### config.mk
export PLATFORM = sky130hd
export DESIGN_NAME = loop_replay_buffer_flat
export DESIGN_NICKNAME = d
export VERILOG_FILES = /design/src/rtl/loop_replay_buffer_if.sv /design/src/rtl/loop_replay_buffer.sv /design/src/flat_wrapper.sv
export SDC_FILE = /design/constraint.sdc
export NUM_CORES = 1
export LEC_CHECK = 0
export CAP_MARGIN = 30
export CORE_MARGIN = 1
export CORE_UTILIZATION = 58
export DETAILED_ROUTE_END_ITERATION = 7
export PLACE_DENSITY = 0.79
export SKIP_CTS_REPAIR_TIMING = 1
export SYNTH_ARGS = -nofsm -noshare
export SYNTH_HDL_FRONTEND = slang
export SYNTH_SLANG_ARGS = --single-unit
### constraint.sdc
create_clock -name clk -period 8.25 [get_ports clk]
set_clock_uncertainty 0.05 [all_clocks]
set_input_delay 1.65 -clock clk [delete_from_list [all_inputs] [get_ports clk]]
set_output_delay 1.65 -clock clk [all_outputs]
set_load 0.005 [all_outputs]
### src/rtl/loop_replay_buffer_if.sv
// Bundle of detector/fetch-side inputs and IF/ID replay outputs for the loop replay buffer.
interface loop_replay_buffer_if #(
    parameter int unsigned XLEN = 32
);
    logic            capture_start;
    logic [XLEN-1:0] loop_start_pc;
    logic [XLEN-1:0] loop_end_pc;
    logic            fetch_valid;
    logic [XLEN-1:0] fetch_pc;
    logic [XLEN-1:0] fetch_instr;
    logic            reuse_signal;
    logic            mispredict;
    logic            replay_ready;
    logic            replay_valid;
    logic [XLEN-1:0] replay_pc;
    logic [XLEN-1:0] replay_instr;
    logic            buffer_ready;
    logic            overflow;
    logic            capture_abort;

    modport master (
        output capture_start, loop_start_pc, loop_end_pc,
        output fetch_valid, fetch_pc, fetch_instr,
        output reuse_signal, mispredict, replay_ready,
        input  replay_valid, replay_pc, replay_instr,
        input  buffer_ready, overflow, capture_abort
    );

    modport slave (
        input  capture_start, loop_start_pc, loop_end_pc,
        input  fetch_valid, fetch_pc, fetch_instr,
        input  reuse_signal, mispredict, replay_ready,
        output replay_valid, replay_pc, replay_instr,
        output buffer_ready, overflow, capture_abort
    );
endinterface

### src/rtl/loop_replay_buffer.sv
// Captures a loop body during fetch and replays it to IF/ID while the loop detector
// holds reuse_signal, letting fetch and the I-cache idle.
module loop_replay_buffer #(
    parameter int unsigned XLEN  = 32,
    parameter int unsigned DEPTH = 16,
    parameter int unsigned AW    = 4
) (
    input logic                 clk,
    input logic                 reset,
    loop_replay_buffer_if.slave lrb
);

    localparam int unsigned CW = AW + 1;

    typedef enum logic [1:0] {
        IDLE    = 2'd0,
        CAPTURE = 2'd1,
        READY   = 2'd2,
        REPLAY  = 2'd3
    } state_e;

    state_e          state_q, state_d;
    logic [CW-1:0]   count_q, count_d;
    logic [AW-1:0]   rd_ptr_q, rd_ptr_d;
    logic [XLEN-1:0] start_q, start_d;
    logic [XLEN-1:0] end_q, end_d;
    logic            overflow_q, overflow_d;
    logic            abort_q, abort_d;
    logic            wr_en;

    logic [XLEN-1:0] mem [DEPTH];

    logic [XLEN-1:0] expected_pc;
    logic            seq_ok;
    logic            last_slot;
    logic            last_entry;
    logic            handshake;

    // Sequence check: PC must follow start+4*count, be word aligned, and the loop range sane.
    assign expected_pc = start_q + (XLEN'(count_q) << 2);
    assign seq_ok      = (lrb.fetch_pc == expected_pc) && (lrb.fetch_pc[1:0] == 2'b00)
                         && (end_q >= start_q);
    assign last_slot   = (count_q == CW'(DEPTH - 1));
    assign last_entry  = (CW'(rd_ptr_q) == (count_q - CW'(1)));
    assign handshake   = (state_q == REPLAY) && lrb.replay_ready;

    always_comb begin
        state_d    = state_q;
        count_d    = count_q;
        rd_ptr_d   = rd_ptr_q;
        start_d    = start_q;
        end_d      = end_q;
        overflow_d = 1'b0;
        abort_d    = 1'b0;
        wr_en      = 1'b0;

        if (lrb.mispredict) begin
            state_d  = IDLE;
            count_d  = '0;
            rd_ptr_d = '0;
        end else if (lrb.capture_start) begin
            state_d  = CAPTURE;
            count_d  = '0;
            rd_ptr_d = '0;
            start_d  = lrb.loop_start_pc;
            end_d    = lrb.loop_end_pc;
        end else begin
            case (state_q)
                IDLE: ;
                CAPTURE: begin
                    if (lrb.fetch_valid) begin
                        if (!seq_ok) begin
                            abort_d = 1'b1;
                            state_d = IDLE;
                            count_d = '0;
                        end else begin
                            wr_en   = 1'b1;
                            count_d = count_q + CW'(1);
                            if (lrb.fetch_pc == end_q) begin
                                state_d = READY;
                            end else if (last_slot) begin
                                overflow_d = 1'b1;
                                state_d    = IDLE;
                                count_d    = '0;
                            end
                        end
                    end
                end
                READY: begin
                    if (lrb.reuse_signal) begin
                        state_d  = REPLAY;
                        rd_ptr_d = '0;
                    end
                end
                REPLAY: begin
                    if (handshake) begin
                        rd_ptr_d = last_entry ? '0 : rd_ptr_q + AW'(1);
                    end
                    // Detector dropped reuse: finish this cycle's handshake, then rewind.
                    if (!lrb.reuse_signal) begin
                        state_d  = READY;
                        rd_ptr_d = '0;
                    end
                end
                default: state_d = IDLE;
            endcase
        end
    end

    always_ff @(posedge clk or negedge reset) begin
        if (!reset) begin
            state_q    <= IDLE;
            count_q    <= '0;
            rd_ptr_q   <= '0;
            start_q    <= '0;
            end_q      <= '0;
            overflow_q <= 1'b0;
            abort_q    <= 1'b0;
        end else begin
            state_q    <= state_d;
            count_q    <= count_d;
            rd_ptr_q   <= rd_ptr_d;
            start_q    <= start_d;
            end_q      <= end_d;
            overflow_q <= overflow_d;
            abort_q    <= abort_d;
        end
    end

    // Body storage; contents are meaningless outside READY/REPLAY so no reset.
    always_ff @(posedge clk) begin
        if (wr_en) begin
            mem[AW'(count_q)] <= lrb.fetch_instr;
        end
    end

    assign lrb.replay_valid  = (state_q == REPLAY);
    assign lrb.replay_pc     = (state_q == REPLAY) ? start_q + (XLEN'(rd_ptr_q) << 2) : '0;
    assign lrb.replay_instr  = (state_q == REPLAY) ? mem[rd_ptr_q] : '0;
    assign lrb.buffer_ready  = (state_q == READY) || (state_q == REPLAY);
    assign lrb.overflow      = overflow_q;
    assign lrb.capture_abort = abort_q;

endmodule

### src/flat_wrapper.sv
// flat-port wrapper written by rule: the top's interface ports become plain ports
module loop_replay_buffer_flat 
#(
    parameter int unsigned XLEN  = 32,
    parameter int unsigned DEPTH = 16,
    parameter int unsigned AW    = 4
)
  (clk, reset, lrb_capture_start, lrb_loop_start_pc, lrb_loop_end_pc, lrb_fetch_valid, lrb_fetch_pc, lrb_fetch_instr, lrb_reuse_signal, lrb_mispredict, lrb_replay_ready, lrb_replay_valid, lrb_replay_pc, lrb_replay_instr, lrb_buffer_ready, lrb_overflow, lrb_capture_abort);
  loop_replay_buffer_if #(.XLEN(XLEN)) lrb_i ();
  input logic clk;
  input logic reset;
  input wire logic [$bits(lrb_i.capture_start)-1:0] lrb_capture_start;
  input wire logic [$bits(lrb_i.loop_start_pc)-1:0] lrb_loop_start_pc;
  input wire logic [$bits(lrb_i.loop_end_pc)-1:0] lrb_loop_end_pc;
  input wire logic [$bits(lrb_i.fetch_valid)-1:0] lrb_fetch_valid;
  input wire logic [$bits(lrb_i.fetch_pc)-1:0] lrb_fetch_pc;
  input wire logic [$bits(lrb_i.fetch_instr)-1:0] lrb_fetch_instr;
  input wire logic [$bits(lrb_i.reuse_signal)-1:0] lrb_reuse_signal;
  input wire logic [$bits(lrb_i.mispredict)-1:0] lrb_mispredict;
  input wire logic [$bits(lrb_i.replay_ready)-1:0] lrb_replay_ready;
  output wire logic [$bits(lrb_i.replay_valid)-1:0] lrb_replay_valid;
  output wire logic [$bits(lrb_i.replay_pc)-1:0] lrb_replay_pc;
  output wire logic [$bits(lrb_i.replay_instr)-1:0] lrb_replay_instr;
  output wire logic [$bits(lrb_i.buffer_ready)-1:0] lrb_buffer_ready;
  output wire logic [$bits(lrb_i.overflow)-1:0] lrb_overflow;
  output wire logic [$bits(lrb_i.capture_abort)-1:0] lrb_capture_abort;
  assign lrb_i.capture_start = lrb_capture_start;
  assign lrb_i.loop_start_pc = lrb_loop_start_pc;
  assign lrb_i.loop_end_pc = lrb_loop_end_pc;
  assign lrb_i.fetch_valid = lrb_fetch_valid;
  assign lrb_i.fetch_pc = lrb_fetch_pc;
  assign lrb_i.fetch_instr = lrb_fetch_instr;
  assign lrb_i.reuse_signal = lrb_reuse_signal;
  assign lrb_i.mispredict = lrb_mispredict;
  assign lrb_i.replay_ready = lrb_replay_ready;
  assign lrb_replay_valid = lrb_i.replay_valid;
  assign lrb_replay_pc = lrb_i.replay_pc;
  assign lrb_replay_instr = lrb_i.replay_instr;
  assign lrb_buffer_ready = lrb_i.buffer_ready;
  assign lrb_overflow = lrb_i.overflow;
  assign lrb_capture_abort = lrb_i.capture_abort;
  loop_replay_buffer #(.XLEN(XLEN), .DEPTH(DEPTH), .AW(AW)) u_core (.clk(clk), .reset(reset), .lrb(lrb_i));
endmodule
---- Word-level counts from Yosys, hierarchy flattened ----
Memory sizes are Yosys's and may differ from the RTL's.
Cells that the tools add are included.
storage, ports and cells
  register bits after elaboration ......... 77
  bits in latches ......................... 0
  RAM bits ................................ 512
  ROM bits ................................ 0
  input port bits ......................... 135
  output and inout bits ................... 68
  word-level logic and storage cells ...... 84
  memories kept ........................... 1
operators by class
  $add $sub $neg .......................... 5
  multiply operators ...................... 0
  div/mod/pow operators ................... 0
  $lt $le $gt $ge ......................... 1
  eq/ne operators ......................... 12
  shift-type cells ........................ 0
  muxes and demuxes ....................... 44
  bitwise operators ....................... 1
  reductions and logical operators ........ 13
memory list
  name        words  width  rd ports  clocked after Yosys merged registers in  write ports  line                      source
  u_core.mem  16     32     1         0                                        1            loop_replay_buffer.sv:31  logic [XLEN-1:0] mem [DEPTH];
operators with widths
  kind                                                                     count
  32-bit == test                                                           2
  32-bit two-way mux                                                       2
  5-bit two-way mux                                                        7
  32-bit by 6-bit adder with 32-bit output                                 1
  32-bit by 7-bit adder with 32-bit output                                 1
  32-bit >= comparator                                                     1
  4-bit two-way mux                                                        6
  1-bit two-way mux                                                        19
  2-bit two-way mux                                                        8
  4-bit inequality test, second input constant                             3
  4-bit case mux with 2 select lines                                       1
  6-bit inequality test, second input constant                             1
  2-bit case mux with 3 select lines                                       1
  3-bit nonzero test                                                       2
  5-bit by 1-bit adder with 5-bit output, second input constant            1
  4-bit by 5-bit == test with 1-bit output                                 1
  5-bit by 4-bit == test with 1-bit output, second input constant          1
  5-bit by 4-bit inequality test with 1-bit output, second input constant  1
  5-bit AND reduction                                                      1
  5-bit nonzero test                                                       1
  5-bit by 1-bit subtractor with 5-bit output, second input constant       1
  4-bit by 1-bit adder with 4-bit output, second input constant            1
  2-bit == test, second input constant                                     2
  2-bit AND reduction                                                      2
  other kinds (7)                                                          9

---- Longest topological paths before layout ----
  word-level depth ........................ 11
  mapped depth ............................ 12
  mapped depth without buffers ............ 10

---- Worst setup path after synthesis ----
Ideal clock, no wire load.
  path type ............................... input port to flip-flop
  start point ............................. in lrb_fetch_pc[25]
  end point ............................... mem u_core.mem[10][0], enable pin
  setup time .............................. 0.501 ns
  arrival ................................. 6.232 ns
  data required time ...................... 7.699 ns
  slack ................................... 1.466 ns
  stages .................................. 9
  buffers on the path ..................... 1
  cell sequence ........................... xnor2_1 -> or3_1 -> a21o_1 -> mux2i_1 -> o211ai_1 -> nor4_4 -> nand3b_4 -> buf_6 -> nor4_1
between the ends
  longest elaborated chain between the ends .. 10
RTL lines
  element                                  line                       source
  start, declared                          flat_wrapper.sv:16         input wire logic [$bits(lrb_i.fetch_pc)-1:0] lrb_fetch_pc;
  32-bit == test                           loop_replay_buffer.sv:41   assign seq_ok = (lrb.fetch_pc == expected_pc) && (lrb.fetch_pc[1:0] == 2'b00)
  1-bit logical AND                        loop_replay_buffer.sv:41
  1-bit logical AND                        loop_replay_buffer.sv:42   && (end_q >= start_q);
  1-bit two-way mux                        loop_replay_buffer.sv:72   if (!seq_ok) begin
  1-bit two-way mux                        loop_replay_buffer.sv:71   if (lrb.fetch_valid) begin
  1-bit two-way mux                        loop_replay_buffer.sv:68   case (state_q)
  1-bit two-way mux                        loop_replay_buffer.sv:61   end else if (lrb.capture_start) begin
  1-bit two-way mux                        loop_replay_buffer.sv:57   if (lrb.mispredict) begin
  1-bit two-way mux                        loop_replay_buffer.sv:132  if (wr_en) begin
  1-bit two-way mux (implied by the code)  loop_replay_buffer.sv:133  mem[AW'(count_q)] <= lrb.fetch_instr;
  end, declared                            loop_replay_buffer.sv:31
Every way passes these cells.

---- Final worst setup path ----
  start point ............................. reg u_core.rd_ptr_q[1]
  end point ............................... out lrb_replay_pc[25]
between the ends
  longest elaborated chain between the ends .. 2
RTL lines
  element                                   line                       source
  start, declared                           loop_replay_buffer.sv:24   logic [AW-1:0] rd_ptr_q, rd_ptr_d;
  start signal, assigned                    loop_replay_buffer.sv:122  rd_ptr_q <= rd_ptr_d;
  32-bit by 6-bit adder with 32-bit output  loop_replay_buffer.sv:138  assign lrb.replay_pc = (state_q == REPLAY) ? start_q + (XLEN'(rd_ptr_q) << 2) : '0;
  32-bit two-way mux                        loop_replay_buffer.sv:138
  end, declared                             flat_wrapper.sv:22         output wire logic [$bits(lrb_i.replay_pc)-1:0] lrb_replay_pc;
Every way passes these cells.

==> metrics.md <==
| Metric | Value |
|---|---|
| Final period util | `0.749` |
| Routed vias | `between 10000 and 15000` |
| Synth Area per Inst | `~18 µm²` |
| Drt first pass iters | `7` |
| Pwr dens | `209 mW/mm²` |
| Startpoint class of the critical path | `flop` |
| Placeable Area | `0.0434 mm²` |
| Post-Synth Adder-Cell Area | `0.0239` |
| Post-synth top area share | `0.598` |
| WP data arrival | `4480 ps` |
| Top area cells in the synthesized netlist | `edfxtp_1 (60%), mux4_2 (14%), dfrtp_1 (7.5%)` |
| GRT Total Usage | `0.302` |
| Synth top cells by count | `edfxtp_1 (512), mux4_2 (160), xnor2_1 (84)` |
| Clk slew on worst S/H paths | `approximately 60 ps` |
| Clock sink count | `589` |
| Post-synthesis instance area | `0.0257 mm²` |
| Final wirelength | `66.1 mm` |
| Cells after synthesis | `1465` |
| CP Capture Type | `primary output` |
| Hold WC Path Type | `flop to flop` |
| Minimum clock period | `6180 ps` |
| CTS tree | `yes` |
| Largest family of logic cells by synthesized area | `multiplexers` |
| Layout cells sized above 1 | `0.202` |
| Layout Nets | `1875` |
| Post-synth EDFFs | `512` |
| Post-synthesis mux area share | `0.155` |
| Final hold vios | `0` |
| Net Count, Synth | `1648` |
| Top-count cell post-synth | `edfxtp_1` |
| Die area | `0.0452 mm²` |
| CP dominant cell by count | `o21a_1` |
| # setup viols final | `0` |
| Post-synthesis sequential area ratio | `0.673` |
| Root buffer cell | `clkbuf_16` |
| Die height | `213 µm` |
| Post-synthesis simple-gate area fraction | `0.0612` |
| CP max stage cell | `dfrtp_4` |
| Setup CP Type | `flop to primary output` |
| Leak | `9.81 nW` |
| DRC viols | `0` |
| ANT nets after route | `0` |
| Synth warn | `0` |
| HPWL Detailed | `40.2 mm` |
| Pin count of the biggest net entering global routing | `between 90 and 100` |
| CP Data Required Time | `6550 ps` |
| Slew @ Worst Pin | `1010 ps` |
| Worst IR drop on VDD | `202 µV` |
| Clock Path Buffers | `3` |
| Synth Flop Type | `edfxtp_1` |
| Max-slew headroom | `0.324` |
| Crit path max fanout | `67` |
| Cell variety after synth | `77` |
| H-tree Lvls | `2` |
| Max-slew violations | `0` |
| Routability cong. | `0.936` |
| Vias per cell | `6.34` |
| Fillers | `2725` |
| Worst-Skew Late Latency | `620 ps` |
| Initial core utilization | `0.593` |
| Total Neg Setup Slack | `0 ps` |
| CP Cell Sequence | `ha_1, a21o_1, a21oi_1, nor2b_1, o21ai_1, nor2_1, nand2_1, o21a_1, o21a_1, clkdlybuf4s50_1` |
| Drt initial violations | `1510` |
| Place WS | `2460 ps` |
| Area grow syn2layout | `18.2%` |
| Fraction of the mapped netlist area in compound gates | `0.0339` |
| Max_cap viols | `0` |
| Async S/R FF share, synth | `0.131` |
| Crit-path max cell delay | `1060 ps` |
| F_max | `0.162 GHz` |
| X dimension of the die | `213 µm` |
| Drt wl/cell | `28.4 µm` |
| Row count | `76` |
| Area share of xor/xnor cells in the synthesized design | `0.0337` |
| Remaining global-route overflow | `0` |
| CTS Buf Count | `58` |
| Status | `finished, final reports clean` |
| First-pass GRT wire length | `roughly 98 mm` |
| Vias in the first global route | `~15000` |
| Synth Register Bits | `589` |
| I/O pin cnt | `~200` |
| Post-synth top area cell | `edfxtp_1` |
| Min setup slack post-route | `2070 ps` |
| Initial antenna violation count | `6` |
| RSZ-0062 raised after global routing | `false` |
| # port buffers | `between 200 and 250` |
-- power by group --
part / switching, mW / total (mW) / internal, mW
Clock: 1.12 / 2.57 / 1.44
Combinational: 0.228 / 0.424 / 0.195
Sequential: 0.0786 / 3.36 / 3.28
-- kinds of logic (layout without fill, tap and decap cells) --
family | after synthesis | after routing
AOI/OAI and AO/OA | 137 | 137
xor gates and xnor gates | 99 | 99
adders and majority gates | 48 | 48
buffers and inverters | 112 | 386
DFF | 589 | 589
muxes | 195 | 195
other | 0 | 4
and+or+nand+nor | 285 | 285
-- cells in the final DEF (no fill, tap or decap), types with 3 or more instances in the layout --
master           count
mux4_2             160
xnor2_1             84
nor3b_1              3
o211ai_1             8
nor2_1              42
a31oi_1              3
mux2_2              34
a211oi_1             6
o22ai_1              7
inv_1               41
buf_4               31
clkbuf_1             9
and3_1               8
o2111ai_1            5
clkinv_2            10
diode_2              4
nor4_1               8
clkinv_1            21
nor3_2              12
a21oi_1             28
ha_1                46
edfxtp_1           512
clkbuf_16           58
xor2_1              15
nand4_1             28
dfrtp_1             73
o21ai_0             49
o21a_1               4
nor4_4               3
clkdlybuf4s50_1    201
nor3_1              17
nand2_1             74
a21o_1              10
nand3_1             19
or3_1                7
and2_1              34
bufinv_16            5
-- routing by layer --
layer  wire (µm)  vias to the layer above  GRT usage  part of all wire
li1            -                     6269          -                 -
met1       26300                     7598      0.408              0.40
met2       32600                      746      0.499              0.49
met3        5130                      131     0.0561             0.078
met4        1980                        6     0.0975             0.030
met5          36                        -          0           0.00054
-- sequential cells by signal, summed over array words and instances, names as in the netlist --
register                  flops
u_core.mem                  512
u_core.end_q                 32
u_core.start_q               32
u_core.count_q                5
u_core.rd_ptr_q               4
u_core.state_q                2
u_core.lrb.capture_abort      1
u_core.lrb.overflow           1
-- per-stage QoR --
stage	power (mW)	area, µm²	utilization	hold slack [ps]	instances
finish	6.35	30400	0.701	528	2328
global route	6.52	30400	0.701	550	2325
CTS	6.38	30400	0.700	529	2323
detailed placement	3.83	28500	0.658	508	2216
global placement	3.82	28500	0.657	508	2213
floorplan	3.63	25700	-	476	1465
-- critical path, delay by kind of cell (launching register included) --
family,cells,cell delay [ps]
AO/OA/AOI/OAI,5,1270
flip-flops,1,1060
buffers and inverters,1,510
adder cells (fa/ha/maj),1,380
AND/OR/NAND/NOR,3,610
-- final timing paths --
kind / startpoint / endpoint / slack (ps) / depth (start not counted)
max: u_core.rd_ptr_q[1] / lrb_replay_pc[25] / 2070 / 10
min: u_core.end_q[12] / u_core.end_q[12] / 530 / 1
max reg2reg: u_core.count_q[2] / u_core.mem[4][10] / 3000 / 9
min reg2reg: u_core.end_q[12] / u_core.end_q[12] / 530 / 1
max in group asynchronous: reset / u_core.rd_ptr_q[0] / 6170 / 2
min in group asynchronous: reset / u_core.end_q[13] / 940 / 1
-- layout make-up --
| class | instances | area (µm²) | area share |
|---|---|---|---|
| sequential | 589 | 17300 | 0.570 |
| timing repair buffer | 236 | 2320 | 0.0763 |
| inverter | 43 | 161 | 0.00531 |
| clock inverter | 40 | 347 | 0.0114 |
| antenna | 4 | 10.0 | 0.000329 |
| tap | 585 | 732 | 0.0241 |
| clock buffer | 67 | 1490 | 0.0489 |
| multi-input combinational | 764 | 8030 | 0.264 |
Note: power is estimated with default switching activity, not from simulation.
